===== config.mk =====
export PLATFORM = sky130hd
export DESIGN_NAME = bcd_alu
export DESIGN_NICKNAME = d
export VERILOG_FILES = /design/src/rtl/bcd_alu.sv
export SDC_FILE = /design/constraint.sdc
export NUM_CORES = 1
export LEC_CHECK = 0
export ABC_AREA = 0
export ABC_CLOCK_PERIOD_IN_PS = 4740
export CORE_MARGIN = 2
export CORE_UTILIZATION = 50
export DETAILED_ROUTE_END_ITERATION = 12
export PLACE_DENSITY = 0.68
export SLEW_MARGIN = 20
export SYNTH_ARGS = -nofsm -noshare
export SYNTH_HDL_FRONTEND = slang
export SYNTH_SLANG_ARGS = --single-unit

===== constraint.sdc =====
create_clock -name clock -period 4.74 [get_ports clock]
set_input_delay 0.474 -clock clock [delete_from_list [all_inputs] [get_ports clock]]
set_output_delay 0.474 -clock clock [all_outputs]
set_load 0.02 [all_outputs]

===== src/rtl/bcd_alu.sv =====
// bcd_alu: sequential signed-magnitude BCD add/sub/mul/div unit for the keypad calculator
// Ports: clock, reset_n (sync, active low), clear (sync, active high), execute (start strobe),
//   operator (00 add, 01 sub, 10 mul, 11 div), a_bcd/b_bcd + a_neg/b_neg (3-digit signed operands),
//   r_bcd/r_neg (result), overflow (|result| > 999), error (divide by zero), busy, done (1-cycle pulse).
module bcd_alu #(
  parameter int WIDTH = 10
) (
  input  logic        clock,
  input  logic        reset_n,
  input  logic        clear,
  input  logic        execute,
  input  logic [1:0]  operator,
  input  logic [11:0] a_bcd,
  input  logic [11:0] b_bcd,
  input  logic        a_neg,
  input  logic        b_neg,
  output logic [11:0] r_bcd,
  output logic        r_neg,
  output logic        overflow,
  output logic        error,
  output logic        busy,
  output logic        done
);
  localparam int P = 2 * WIDTH;
  typedef enum logic [2:0] {IDLE, LOAD, EXEC, CHECK, DABBLE, DONE} state_t;
  state_t state, state_n;
  logic rst;
  logic [11:0] a_d, b_d, adj;
  logic a_s, b_s, sgn, ovf, err, eb, gt, ssgn, qb, err_c, ovf_c, kill, neg_c;
  logic [1:0] op;
  logic [P-1:0] x, acc, sum, rem_t, res;
  logic [WIDTH-1:0] y;
  logic [9:0] bin;
  logic [3:0] cnt;
  logic [21:0] dab, dab_n;
  function automatic logic [WIDTH-1:0] to_bin(input logic [11:0] d);
    logic [3:0] h, t, u;
    h = d[11:8] > 4'd9 ? 4'd9 : d[11:8];
    t = d[7:4] > 4'd9 ? 4'd9 : d[7:4];
    u = d[3:0] > 4'd9 ? 4'd9 : d[3:0];
    return WIDTH'(h) * WIDTH'(100) + WIDTH'(t) * WIDTH'(10) + WIDTH'(u);
  endfunction
  assign rst = !reset_n || clear;
  assign busy = state != IDLE && state != DONE;
  assign done = state == DONE;
  always_comb begin
    // subtract is add with B's sign flipped; unlike signs subtract smaller from larger
    eb = b_s ^ (op == 2'b01);
    gt = x >= P'(y);
    sum = a_s == eb ? x + P'(y) : gt ? x - P'(y) : P'(y) - x;
    ssgn = (a_s == eb || gt) ? a_s : eb;
    // restoring divide: partial remainder in acc, dividend/quotient shifts through x[9:0]
    rem_t = {acc[P-2:0], x[9]};
    qb = rem_t >= P'(y);
    res = op == 2'b11 ? P'(x[9:0]) : acc;
    err_c = op == 2'b11 && y == '0;
    ovf_c = !err_c && res > P'(999);
    kill = err_c || ovf_c;
    bin = kill ? '0 : res[9:0];
    neg_c = sgn && !kill && res != '0;
    adj = dab[21:10];
    for (int i = 0; i < 3; i++)
      adj[4*i +: 4] = dab[10+4*i +: 4] >= 4'd5 ? dab[10+4*i +: 4] + 4'd3 : dab[10+4*i +: 4];
    dab_n = {adj, dab[9:0]} << 1;
  end
  always_comb begin
    state_n = state;
    case (state)
      IDLE:    state_n = execute ? LOAD : IDLE;
      LOAD:    state_n = EXEC;
      EXEC:    state_n = (!op[1] || cnt == 4'd9) ? CHECK : EXEC;
      CHECK:   state_n = DABBLE;
      DABBLE:  state_n = cnt == 4'd9 ? DONE : DABBLE;
      default: state_n = IDLE;
    endcase
  end
  always_ff @(posedge clock) begin
    if (rst) begin
      state <= IDLE;
      cnt <= '0;
      r_bcd <= '0;
      r_neg <= 1'b0;
      overflow <= 1'b0;
      error <= 1'b0;
    end else begin
      state <= state_n;
      cnt <= state_n != state ? 4'd0 : cnt + 4'd1;
      if (state == DABBLE && cnt == 4'd9) begin
        r_bcd <= dab_n[21:10];
        r_neg <= sgn;
        overflow <= ovf;
        error <= err;
      end
    end
  end
  always_ff @(posedge clock) begin
    case (state)
      IDLE: if (execute) begin
        a_d <= a_bcd;
        b_d <= b_bcd;
        a_s <= a_neg;
        b_s <= b_neg;
        op <= operator;
      end
      LOAD: begin
        x <= P'(to_bin(a_d));
        y <= to_bin(b_d);
        acc <= '0;
      end
      EXEC: begin
        sgn <= op[1] ? a_s ^ b_s : ssgn;
        case (op)
          2'b10: begin
            acc <= acc + (y[0] ? x : '0);
            x <= x << 1;
            y <= y >> 1;
          end
          2'b11: begin
            acc <= qb ? rem_t - P'(y) : rem_t;
            x <= {x[P-2:0], qb};
          end
          default: acc <= sum;
        endcase
      end
      CHECK: begin
        dab <= {12'd0, bin};
        sgn <= neg_c;
        ovf <= ovf_c;
        err <= err_c;
      end
      DABBLE: dab <= dab_n;
      default: ;
    endcase
  end
endmodule

==> results by group, run 1 <==
Setup path
  – WS Path Type: register to register
  – CP Data Required Time: 4890 ps
  – Worst path cell trace: inv_1 -> nor2_1 -> ha_1 -> nor2b_1 -> o31ai_1 -> a211oi_1 -> o21ai_0 -> o32ai_1 -> or4_1 -> a31oi_1 -> o32ai_1
  – Worst EP arrival: 4210 ps
  – CP Launch Type: register
  – Max incr delay on CP: 660 ps
  – Slowest CP cell: edfxtp_1
  – WP buf/inv: 1
  – Cell mode on critical path: o32ai_1
  – Crit. End Element: register
  – Worst path top cell family by delay: compound AO/OA/AOI/OAI gates
  – Crit-path max FO: 13

Synthesis
  – Ys async rst share: 0%
  – Register area share after synthesis: 34.0%
  – Synth Cell Area: 0.0104 mm^2
  – Post-synth top area cell: edfxtp_1
  – EDFF count, synth: 103
  – Predominant post-synthesis flop cell: edfxtp_1
  – Post-synth top area share: 29.8%
  – Synth Register Bits: 125
  – Mean Syn Cell Area: 9.04 um^2
  – Top cells by area, synth: edfxtp_1 (30%), ha_1 (13%), dfxtp_1 (4.2%)
  – Ys Warns: 0
  – Synth cell types: 69
  – Synth Instances: 1148

Placed design
  – DP Area: 0.0112 mm^2
  – Post-Place Worst Slack: 737 ps
  – Port bufs: 48
  – Gp weighted congestion: 0.987
  – Post-DP HPWL: 21.5 mm
  – DP Cell Count: 1442

Detailed routing
  – DR vias: 8660
  – Antenna-violating nets left: 0
  – Routed WL: 27.6 mm
  – DR DRC count: 0
  – Via/cell ratio: 5.88
  – Pre-antenna DRT Iters: 5
  – Initial detailed-routing violation count: 718
  – Drt wl/cell: 18.7 um

Timing
  – Final period util: 85.6%
  – Final Hold Vio Count: 0
  – Period minus WS final: 4060 ps
  – Slew HR: 30.7%
  – RSZ-0062 raised after global routing: no
  – Setup Skew: 9.95 ps
  – Fmax: 246 MHz
  – Final setup viols: 0
  – Setup slack after layout: 681 ps
  – Worst-Margin Slew: 1040 ps
  – Final Slew Violations: 0
  – Sum Neg Setup Slack: 0 ps

CTS
  – CTS buffer count: 17
  – CTS root buffer: clkbuf_16
  – Worst-path clk slew: 60 ps
  – Post-CTS setup buffers: 0
  – CTS resizes: 0
  – Clk buf depth: 2
  – CTS tree: yes
  – H-tree depth: 4
  – CTS sink cnt: 125
  – Worst-Skew Late Latency: 430 ps
  – # hold bufs at CTS: 0

Finish
  – Share of cells above drive strength 1: 6.73%
  – Commonest non-fill, non-tap cell in the layout: ha_1
  – Post-layout util: 58.2%
  – Most frequent cells in the layout: ha_1 (111), nor2_1 (108), edfxtp_1 (103)
  – Post-route insts no fill: 1474
  – Final #Nets: 1349
  – ANT cells: 0
  – Area Growth Syn to Fin: 13.9%
  – Multi-input gate area: 0.00635 mm^2
  – FF+latch area: 0.00353 mm^2
  – Layout fillers: 1834
  – Post-route cell area: 0.0118 mm^2

Floorplan
  – Row Count: 52
  – I/O pins: 49
  – Chip height: 148 um
  – Die Width: 148 um
  – Starting Density: 51.1%
  – Core Box Area: 0.0203 mm^2
  – DIE AREA: 0.0219 mm^2

GRT
  – Antenna violations before repair: 0
  – Largest net degree at the start of global routing: 30
  – Gr usage total: 25.8%
  – Global route overflow: 0
  – First-pass GRT wire length: 44.2 mm
  – Vias in the first global route: 8346

Pwr
  – Seq pwr share: 35.2%
  – Comb pwr share: 27.7%
  – VDD IR max: 0.000277 V
  – Leakage power: 4.86 nW
  – Pwr Density: 314 mW/mm^2
  – Sw Ratio: 32.9%
  – Psw: 0.00122 W
  – Clock Power Share: 37.1%
  – Internal power: 0.00249 W

Outcome
  – Status: finished clean

Hold path
  – Hold WC Path Type: register to register

Run
  – Max Cap Viol: 0
-- layout make-up --
class / instances / share of cell area (%)
Inverter: 85 / 2.70
Sequential cell: 125 / 29.9
Clock buffer: 17 / 3.60
Tap cell: 270 / 2.86
Timing Repair Buffer: 72 / 5.59
Clock inverter: 15 / 1.63
Multi-Input combinational cell: 890 / 53.7
-- tightest hold or removal path: cells and delay by family, from the launching register on --
family	cells	cell delay, ps
AO/OA/AOI/OAI	1	50
flip-flops	1	310
AND/OR/NAND/NOR	1	50
-- path summary, 6_finish.rpt --
| check | from | endpoint | slack (ps) | cells after the start |
|---|---|---|---|---|
| worst min-delay path | error | error | 460 | 2 |
| worst max register to register | y[0] | acc[18] | 680 | 11 |
| worst max-delay path | y[0] | acc[18] | 680 | 11 |
| worst min register to register | error | error | 460 | 2 |
-- power by group through the flow --
stage	logic [W]	clock network (W)	registers, W
2_1_floorplan	0.000738	0	0.00131
3_3_place_gp	0.00101	0	0.00133
3_5_place_dp	0.00101	0	0.00133
4_1_cts	0.00102	0.00140	0.00131
5_1_grt	0.00114	0.00144	0.00131
6_report	0.00103	0.00138	0.00131
-- cells in the mapped netlist (all sizes together), types with 7 or more instances --
cell	instances
a211oi	20
ha	111
xnor2	41
nor2	108
a21oi	85
mux2i	20
o31ai	13
xor2	26
or4	9
inv	85
mux2	8
a21o	19
o22ai	7
or2	8
nand2b	27
o21a	10
nor2b	27
o211ai	10
dfxtp	22
or3	13
o21ai	51
nand2	77
nor3	31
and2	20
edfxtp	103
nand3	21
clkbuf	42
fa	15
o21bai	9
buf	7
a31oi	13
nor4	12
-- metrics by stage --
| stage | hold slack [ps] | total power, W |
|---|---|---|
| 3_3_place_gp | 445 | 0.00234 |
| 2_1_floorplan | 433 | 0.00205 |
| 6_report | 456 | 0.00371 |
| 3_5_place_dp | 454 | 0.00234 |
| 5_1_grt | 491 | 0.00389 |
| 4_1_cts | 463 | 0.00373 |
-- kinds of logic (layout without fill, tap and decap cells) --
family | count (synthesis) | count (layout) | synth area share, %
adder cells (fa/ha/maj) | 126 | 126 | 16.3
XOR/XNOR | 67 | 67 | 5.65
multiplexers | 28 | 28 | 2.80
AND/OR/NAND/NOR | 383 | 383 | 18.5
AO/OA/AOI/OAI | 284 | 284 | 17.8
other | 1 | 2 | 0.0361
flip-flops | 125 | 125 | 34.0
buffers and inverters | 134 | 189 | 4.87
-- flip-flops by register name, indices dropped and copies added, names as in the netlist, 2 cells and up --
register / flops
op: 2
x: 20
acc: 20
y: 10
r_bcd: 12
dab: 22
state: 3
a_d: 12
b_d: 12
cnt: 4
-- metal layers --
| layer | vias up | part of all wire (%) | track usage, % |
|---|---|---|---|
| li1 | 4240 | - | - |
| met5 | - | 0 | 0 |
| met4 | 0 | 2.2 | 7.67 |
| met2 | 291 | 46 | 41.9 |
| met1 | 4093 | 45 | 35.6 |
| met3 | 36 | 6.5 | 4.69 |
Power figures use the tool's default switching activity.
==> inputs of run 2 (changes only) <==
- SKIP_CTS_REPAIR_TIMING: not set -> 1
- SKIP_LAST_GASP: not set -> 1
- TNS_END_PERCENT: not set -> 30
==> results of run 2 <==
No change in the layout: final DEF, timing and power equal those of run 1.
